**src/rtl/seg7_scan_ctrl.sv**
```systemverilog
// seg7_scan_ctrl: scans a bank of common-anode 7-segment digits that share one
// segment bus, with per-digit enable, global blanking and PWM brightness.
module seg7_scan_ctrl #(
  parameter int unsigned NDIG     = 4,
  parameter int unsigned TICK_DIV = 50000,
  parameter int unsigned PWM_BITS = 4
) (
  input  logic                      clk,
  input  logic                      rst_n,
  input  logic                      wr_en,
  input  logic [$clog2(NDIG)-1:0]   wr_addr,
  input  logic [3:0]                wr_data,
  input  logic                      wr_dp,
  input  logic                      blank_all,
  input  logic [NDIG-1:0]           dig_en,
  input  logic [PWM_BITS-1:0]       bright,
  output logic [6:0]                seg,
  output logic                      dp,
  output logic [NDIG-1:0]           an,
  output logic [$clog2(NDIG)-1:0]   slot,
  output logic                      frame_done
);

  localparam int unsigned SW = $clog2(NDIG);
  localparam int unsigned PW = $clog2(TICK_DIV);

  logic [PW-1:0]       presc;
  logic [PWM_BITS-1:0] pwm;
  logic [3:0]          val [NDIG];
  logic [NDIG-1:0]     dpv;

  logic                tick_c;
  logic                last_slot_c;
  logic                wr_ok_c;
  logic                on_c;
  logic [6:0]          dec_c;

  // Slot timing, write qualification and the per-cycle digit on-condition
  always_comb begin
    tick_c      = 1'b0;
    last_slot_c = 1'b0;
    wr_ok_c     = 1'b0;
    on_c        = 1'b0;
    tick_c      = (presc == PW'(TICK_DIV - 1));
    last_slot_c = (slot == SW'(NDIG - 1));
    wr_ok_c     = wr_en && (32'(wr_addr) < NDIG);
    // presc == 0 is the dead cycle at the start of each slot (anti-ghosting)
    on_c        = dig_en[slot] && !blank_all && (presc != '0) &&
                  ((pwm < bright) || (bright == '1));
  end

  // Hex-to-segment decode of the digit in the current slot (g..a, active-low)
  always_comb begin
    dec_c = 7'h7F;
    case (val[slot])
      4'h0:    dec_c = 7'b1000000;
      4'h1:    dec_c = 7'b1111001;
      4'h2:    dec_c = 7'b0100100;
      4'h3:    dec_c = 7'b0110000;
      4'h4:    dec_c = 7'b0011001;
      4'h5:    dec_c = 7'b0010010;
      4'h6:    dec_c = 7'b0000010;
      4'h7:    dec_c = 7'b1111000;
      4'h8:    dec_c = 7'b0000000;
      4'h9:    dec_c = 7'b0010000;
      4'hA:    dec_c = 7'b0001000;
      4'hB:    dec_c = 7'b0000011;
      4'hC:    dec_c = 7'b1000110;
      4'hD:    dec_c = 7'b0100001;
      4'hE:    dec_c = 7'b0000110;
      default: dec_c = 7'b0001110;
    endcase
  end

  // Prescaler, slot counter, frame pulse and free-running PWM counter
  always_ff @(posedge clk) begin
    if (!rst_n) begin
      presc      <= '0;
      slot       <= '0;
      pwm        <= '0;
      frame_done <= 1'b0;
    end else begin
      presc      <= tick_c ? '0 : presc + PW'(1);
      pwm        <= pwm + PWM_BITS'(1);
      frame_done <= tick_c && last_slot_c;
      if (tick_c) begin
        slot <= last_slot_c ? '0 : slot + SW'(1);
      end
    end
  end

  // Digit register file; out-of-range addresses leave every entry untouched
  always_ff @(posedge clk) begin
    if (!rst_n) begin
      for (int i = 0; i < int'(NDIG); i++) begin
        val[i] <= '0;
      end
      dpv <= '0;
    end else if (wr_ok_c) begin
      val[wr_addr] <= wr_data;
      dpv[wr_addr] <= wr_dp;
    end
  end

  // Registered pin stage: one clock from counter/register state to the pins
  always_ff @(posedge clk) begin
    if (!rst_n) begin
      seg <= 7'h7F;
      dp  <= 1'b1;
      an  <= '1;
    end else begin
      seg <= on_c ? dec_c : 7'h7F;
      dp  <= on_c ? ~dpv[slot] : 1'b1;
      an  <= on_c ? ~(NDIG'(1) << slot) : '1;
    end
  end

endmodule

```
**config.mk**
```make
export PLATFORM = sky130hd
export DESIGN_NAME = seg7_scan_ctrl
export DESIGN_NICKNAME = d
export VERILOG_FILES = /design/src/rtl/seg7_scan_ctrl.sv
export SDC_FILE = /design/constraint.sdc
export NUM_CORES = 1
export LEC_CHECK = 0
export BUFFER_PORTS_ARGS = -buffer_cell sky130_fd_sc_hd__buf_2
export CORE_MARGIN = 10
export CORE_UTILIZATION = 50
export CTS_CLUSTER_SIZE = 25
export DETAILED_ROUTE_END_ITERATION = 12
export PLACE_DENSITY = 0.66
export SLEW_MARGIN = 20
export SYNTH_ARGS = -nofsm -noshare
export SYNTH_HDL_FRONTEND = slang
export SYNTH_SLANG_ARGS = --single-unit
```
**constraint.sdc**
```tcl
create_clock -name clk -period 2.8 [get_ports clk]
set_input_delay 0.14 -clock clk [delete_from_list [all_inputs] [get_ports clk]]
set_output_delay 0.14 -clock clk [all_outputs]
set_load 0.03 [all_outputs]
```
==> results_dict.tcl, run 1 <==
set metrics [dict create \
    outcome "complete, no violations" \
    logic_pwr_share 0.091 \
    ir_worst_vdd_mv 0.235 \
    synth_top_area_cell "dfxtp_1" \
    post_synth_adder_cell_area 0.0750 \
    worst_clock_skew_ns 0.0150 \
    globalRouteMet1Util 0.162 \
    grt_pass1_wl_um 8770 \
    cells_after_synth 262 \
    initial_antenna_violation_count 0 \
    global_route.overflow_total 0 \
    detail_route.vias_per_cell 5.06 \
    dominant_combinational_cell_family_by_area_after_synthesis "simple AND/OR/NAND/NOR gates" \
    finalSetupViolCount 0 \
    hp-class "in2reg" \
    die_area_mm2 0.00866 \
    overall_routed_net_length_um 5050 \
    final_layout_size_suffix_gt1_frac 0.201 \
    cts_max_level 3 \
    cts_tree "built" \
    grt_setup_unrepaired "false" \
    num-nets-final 333 \
    instances_no_fill 373 \
    intPower_mw 1.31 \
    min_period_ns 2.26 \
    clock_tree.root_cell "clkbuf_8" \
    synth_seq_cells 57 \
    mostFrequentLayoutCell "nor2_1" \
    synth_cell_type_count 35 \
    startpoint_type "flop" \
    initial_core_util 0.519 \
    critical_path.top_delay_family "simple AND/OR/NAND/NOR gates" \
    n_antenna_cell 0 \
    avgRoutedWirePerCell_um 13.5 \
    post_synth_xor_area_fraction 0.0656 \
    pwr_density_cell_mw_per_mm2 565 \
    hold_viol 0 \
    pin_slew_with_the_least_headroom_to_its_limit_ns 0.632 \
    cp_max_fo 15 \
    floorplan.die.height_um 93.1 \
    slowest_stage "or4_4" \
    synth.cell_area_mm2 0.00267 \
    slew_violations 0 \
    flow.area_growth_from_synthesis_pct 15.0 \
    max_slew_margin 0.578 \
    via_count 1889 \
    post_synth.cell_area_avg_um2 10.2 \
    cts-buffers-inserted 9 \
    max_clock_freq_ghz 0.443 \
    post-route-drc-count 0 \
    cts.repair_timing.setup_buffer_count 0 \
    yosysTopAreaCellShare 0.308 \
    seq_power_share 0.517 \
    power.static_leakage_nw 1.21 \
    global_route.usage.total 0.127 \
    switching_share_of_total_power 0.242 \
    power.net_switching_mw 0.421 \
    min_period_over_period 0.807 \
    groute.layer.met3.usage 0.0496 \
    io_pins 34 \
    io_buffer_count 33 \
    mostFrequentLayoutCells "43 x nor2_1, 41 x dfxtp_1, 33 x buf_2" \
    worstPathCellList "or4_1 > or4_4 > o21ai_2 > nor2_1" \
    clock_power_share 0.392 \
    syn-num-nets 297 \
    clk_pin_slew_ns 0.07 \
    hpwl_um 3810 \
    post_cts_resize_count 0 \
    clock_tree.buffer_depth 2 \
    timing_worst_setup_path_type "reg2reg" \
    number_of_cell_rows 26 \
    required_ns 3.00 \
    worst-path-buf-inv 0 \
    numClockSinks 57 \
    dp.cells 357 \
    worst_setup_path_end_kind "flop" \
    synth.top_cells.by_area "dfxtp_1 31%, edfxtp_1 18%, ha_1 7.5%" \
    yosysSeqAreaShare 0.488 \
    worstPathArrival_ns 2.45 \
    grt_max_degree 16 \
    first_global_vias 1908 \
    route.antenna.remaining_nets 0 \
    globalRoute.busiestLayer "met2" \
    gp_congestion 0.851 \
    muxShareOfSynthArea 0.0938 \
    use_met2 0.175 \
    maxCapViolations 0 \
    critical-path-max-stage-delay_ns 0.59 \
    synth-compound-area-share 0.0380 \
    post_cts_hold_buffer_count 0 \
    synth_simple_gate_area_frac 0.195 \
    synth-warning-count 0 \
    firstDrtPassIters 4 \
    holdWs_ns 0.0791 \
    initialDrtViolationCount 103 \
    clk_latency_ns 0.34 \
    die_x_um 93.1 \
    fp.coreArea_mm2 0.00514 \
    tns_ns 0 \
]
Yosys cell counts:
cell type,instances
nor2_1,43
nand4_1,6
nand2_1,10
a21oi_1,3
mux2i_1,7
a211oi_1,1
nand3b_1,2
inv_1,23
a41oi_1,1
ha_1,16
edfxtp_1,16
dfxtp_1,41
and2_1,3
xor2_1,2
nor3_1,5
xnor2_1,18
nor2b_1,2
o21ai_0,4
or4_1,3
mux2_2,2
or4_4,1
a2bb2oi_1,1
mux4_2,7
clkbuf_1,8
o21ai_2,1
nor4_1,5
a22oi_1,1
nand3_1,20
or3b_2,1
buf_2,1
o21bai_1,2
nor3b_1,2
or4b_2,1
a222oi_1,1
or3_1,2
final cells by class:
| cell class | count | area, µm² |
|---|---|---|
| timing repair buffer | 34 | 173 |
| tap | 70 | 87.6 |
| clock buffer | 13 | 159 |
| clock inverter | 3 | 17.5 |
| multi-input combinational | 173 | 1250 |
| sequential | 57 | 1300 |
| inverter | 23 | 86.3 |
| fill | 462 | 2070 |
worst register-to-register path, cell delays in order (launching register included):
cell,delay [ns]
dfxtp_1,0.33
or4_1,0.55
or4_4,0.59
o21ai_2,0.53
nor2_1,0.12
sequential cells by signal, summed over array words and instances, names as in the netlist, named ones only:
name / cells
dp: 1
slot: 2
dpv: 4
val: 16
an: 4
pwm: 4
presc: 16
frame_done: 1
seg: 7
cell families (layout without fill, tap and decap cells):
logic type,after synthesis,after routing
adder cells (fa/ha/maj),16,16
flip-flops,57,57
buffers and inverters,32,73
multiplexers,16,16
AO/OA/AOI/OAI,15,15
XOR/XNOR,20,20
AND/OR/NAND/NOR,106,106
layer usage:
layer  up-vias  part of all wire
met3        11             0.076
met2        56              0.40
li1        978                 -
met4         0             0.024
met1       844              0.50
met5         -                 0
final timing paths:
path / start / end / slack, ns / depth (start not counted)
worst max-delay path: presc[10]$_SDFF_PP0_ / presc[10]$_SDFF_PP0_ / 0.54 / 4
worst min-delay path: wr_dp / dpv[0]$_SDFFE_PN0P_ / 0.08 / 3
worst max register to register: presc[10]$_SDFF_PP0_ / presc[10]$_SDFF_PP0_ / 0.54 / 4
worst min register to register: pwm[0]$_SDFF_PN0_ / pwm[0]$_SDFF_PN0_ / 0.47 / 1
through the flow:
stage / util / power (mW) / setup WS (ns) / cell area, µm²
CTS: 0.597 / 1.75 / 0.527 / 3070
global placement: 0.563 / 1.07 / 0.605 / 2890
floorplan: - / 1.03 / 0.767 / 2670
finish: 0.597 / 1.74 / 0.542 / 3070
detailed placement: 0.563 / 1.07 / 0.526 / 2890
global route: 0.597 / 1.81 / 0.395 / 3070
power groups by stage:
stage / Clock, mW / Sequential [mW] / Combinational (mW)
2_1_floorplan: 0 / 0.919 / 0.106
3_3_place_gp: 0 / 0.915 / 0.156
3_5_place_dp: 0 / 0.916 / 0.159
4_1_cts: 0.696 / 0.898 / 0.160
5_1_grt: 0.727 / 0.901 / 0.180
6_report: 0.680 / 0.897 / 0.158
Power figures use the tool's default switching activity.
==> run 2: changes to the inputs <==
- ABC_AREA: not set -> 1
- PLACE_DENSITY: 0.66 -> 0.69
- clock period: 2.8 -> 2 ns (I/O delays scaled with it)
==> results_dict.tcl, run 2 <==
set metrics [dict create \
    outcome "complete, no violations" \
    overall_routed_net_length_um 6010 \
    intPower_mw 2.13 \
    gp_congestion 0.899 \
    required_ns 2.20 \
    firstDrtPassIters 4 \
    die_area_mm2 0.00895 \
    flow.area_growth_from_synthesis_pct 17.3 \
    cts-buffers-inserted 9 \
    number_of_cell_rows 27 \
    mostFrequentLayoutCell "nand2_1" \
    global_route.usage.total 0.140 \
    final_core_util 0.600 \
    clk_latency_ns 0.33 \
    cells_after_synth 371 \
    post_synth.cell_area_avg_um2 7.50 \
    startpoint_type "flop" \
    timing_worst_setup_path_type "reg2reg" \
    min_period_over_period 0.823 \
    max_clock_freq_ghz 0.607 \
    n_antenna_cell 0 \
    max_slew_margin 0.733 \
    logic_pwr_share 0.075 \
    grt_max_degree 17 \
    io_pins 34 \
    yosysTopAreaCellShare 0.295 \
    grt_setup_unrepaired "false" \
    synth.cell_area_mm2 0.00278 \
    power.static_leakage_nw 1.45 \
    post-route-drc-count 0 \
    worst_clock_skew_ns 0.00963 \
    clock_tree.root_cell "clkbuf_8" \
    ir_worst_vdd_mv 0.576 \
    worst_reg2reg_path_length_in_cells 10 \
    synth-warning-count 0 \
    num-nets-final 447 \
    edff_count_synth 16 \
    synth_seq_cells 57 \
    finalSetupViolCount 0 \
    mostFrequentLayoutCells "113 x nand2_1, 43 x nor2_1, 41 x dfxtp_1" \
    commonest_cells_in_the_netlist "113 x nand2_1, 43 x nor2_1, 41 x dfxtp_1" \
    hp-class "in2reg" \
    layout.cell_area.non_filler_mm2 0.00327 \
    numClockSinks 57 \
    cp_max_fo 9 \
    fp.coreArea_mm2 0.00544 \
    synth_top_area_cell "dfxtp_1" \
    synth_top_flop_cell "dfxtp_1" \
    syn-num-nets 406 \
    floorplan.die.height_um 94.6 \
    initial_antenna_violation_count 0 \
    holdWs_ns 0.0708 \
    min_period_ns 1.65 \
    final_layout_size_suffix_gt1_frac 0.161 \
    dp.cells 473 \
    clock_power_share 0.468 \
    hold_viol 0 \
    worst_setup_path_end_kind "flop" \
    synth.top_cells.by_area "dfxtp_1 29%, edfxtp_1 17%, nand2_1 15%" \
    route.antenna.remaining_nets 0 \
    slew_violations 0 \
    hpwl_um 4640 \
    cts.repair_timing.setup_buffer_count 0 \
    post_cts_resize_count 0 \
    synth_cell_type_count 24 \
    power.net_switching_mw 0.611 \
    io_buffer_count 33 \
    min_delay_path_depth 3 \
    placement.cell_area_mm2 0.00302 \
    initial_core_util 0.512 \
    global_route.overflow_total 0 \
    pwr_density_cell_mw_per_mm2 839 \
    via_count 2419 \
    clock_tree.buffer_depth 2 \
    async_flop_share 0 \
    detail_route.vias_per_cell 4.95 \
    pin_slew_with_the_least_headroom_to_its_limit_ns 0.397 \
    post_cts_hold_buffer_count 0 \
    die_x_um 94.6 \
    largest_registers "presc x16, val x16, seg x7" \
    yosysSeqAreaShare 0.467 \
    initialDrtViolationCount 127 \
    cts_max_level 3 \
    worstPathArrival_ns 1.84 \
    nFillCells 509 \
    maxCapViolations 0 \
    yosysMostFrequentCell "nand2_1" \
    avgRoutedWirePerCell_um 12.3 \
    clk_pin_slew_ns 0.06 \
    switching_share_of_total_power 0.223 \
    cts_tree "built" \
    tns_ns 0 \
    first_global_vias 2332 \
    instances_no_fill 489 \
    seq_power_share 0.457 \
    grt_pass1_wl_um 10100 \
]
==> run 2: worst paths after layout <==
check	endpoint	startpoint	slack [ns]
worst max-delay path	seg[6]$_SDFF_PN1_	flop	0.35
worst min-delay path	pwm[0]$_SDFF_PN0_	rst_n	0.07
worst max register to register	seg[6]$_SDFF_PN1_	flop	0.35
worst min register to register	pwm[0]$_SDFF_PN0_	pwm[0]$_SDFF_PN0_	0.46
==> run 2: metal layers <==
layer,up-vias,track usage,part of all wire
li1,1279,-,-
met1,1068,0.180,0.49
met2,64,0.213,0.42
met3,8,0.0428,0.073
met4,0,0.0574,0.012
met5,-,0,0
==> run 2: power groups by stage <==
stage                     sequential (mW)  combinational (mW)  clock (mW)
after floorplan                      1.28               0.134           0
after global placement               1.28               0.202           0
after detailed placement             1.28               0.207           0
after CTS                            1.25               0.208        1.30
after global routing                 1.25               0.238        1.36
final                                1.25               0.206        1.28
==> run 2: logic make-up (layout without fill, tap and decap cells) <==
group,count (synthesis),count (layout),share of synthesized area
simple gates,212,212,0.319
flops,57,57,0.467
buf+inv,54,100,0.0760
fa+ha+maj,16,16,0.0719
compound gates,27,27,0.0499
xor+xnor,5,5,0.0157
==> run 2: metrics by stage <==
stage / setup WS, ns / total power, mW
2_1_floorplan: 0.556 / 1.42
3_3_place_gp: 0.428 / 1.48
3_5_place_dp: 0.353 / 1.48
4_1_cts: 0.343 / 2.76
5_1_grt: 0.0958 / 2.85
6_report: 0.353 / 2.74
==> run 2: area by class of cell <==
cell class,count,area (µm²),area share
clock buffers,9,124,0.0379
clock inverters,7,119,0.0364
inverters,50,188,0.0575
multi-input cells,260,1270,0.389
flip-flops and latches,57,1300,0.398
well taps,72,90.1,0.0276
repair buffers,34,173,0.0529
==> run 2: worst max-delay path, stage by stage (launching register included) <==
cell and delay (ns):
dfxtp_1 0.47, inv_2 0.12, nand2_1 0.08, nand3_1 0.06, nand2_1 0.18, inv_1 0.11, ha_1 0.22, nand2_1 0.10
nand3_1 0.08, nand2_1 0.07, nand2_1 0.05
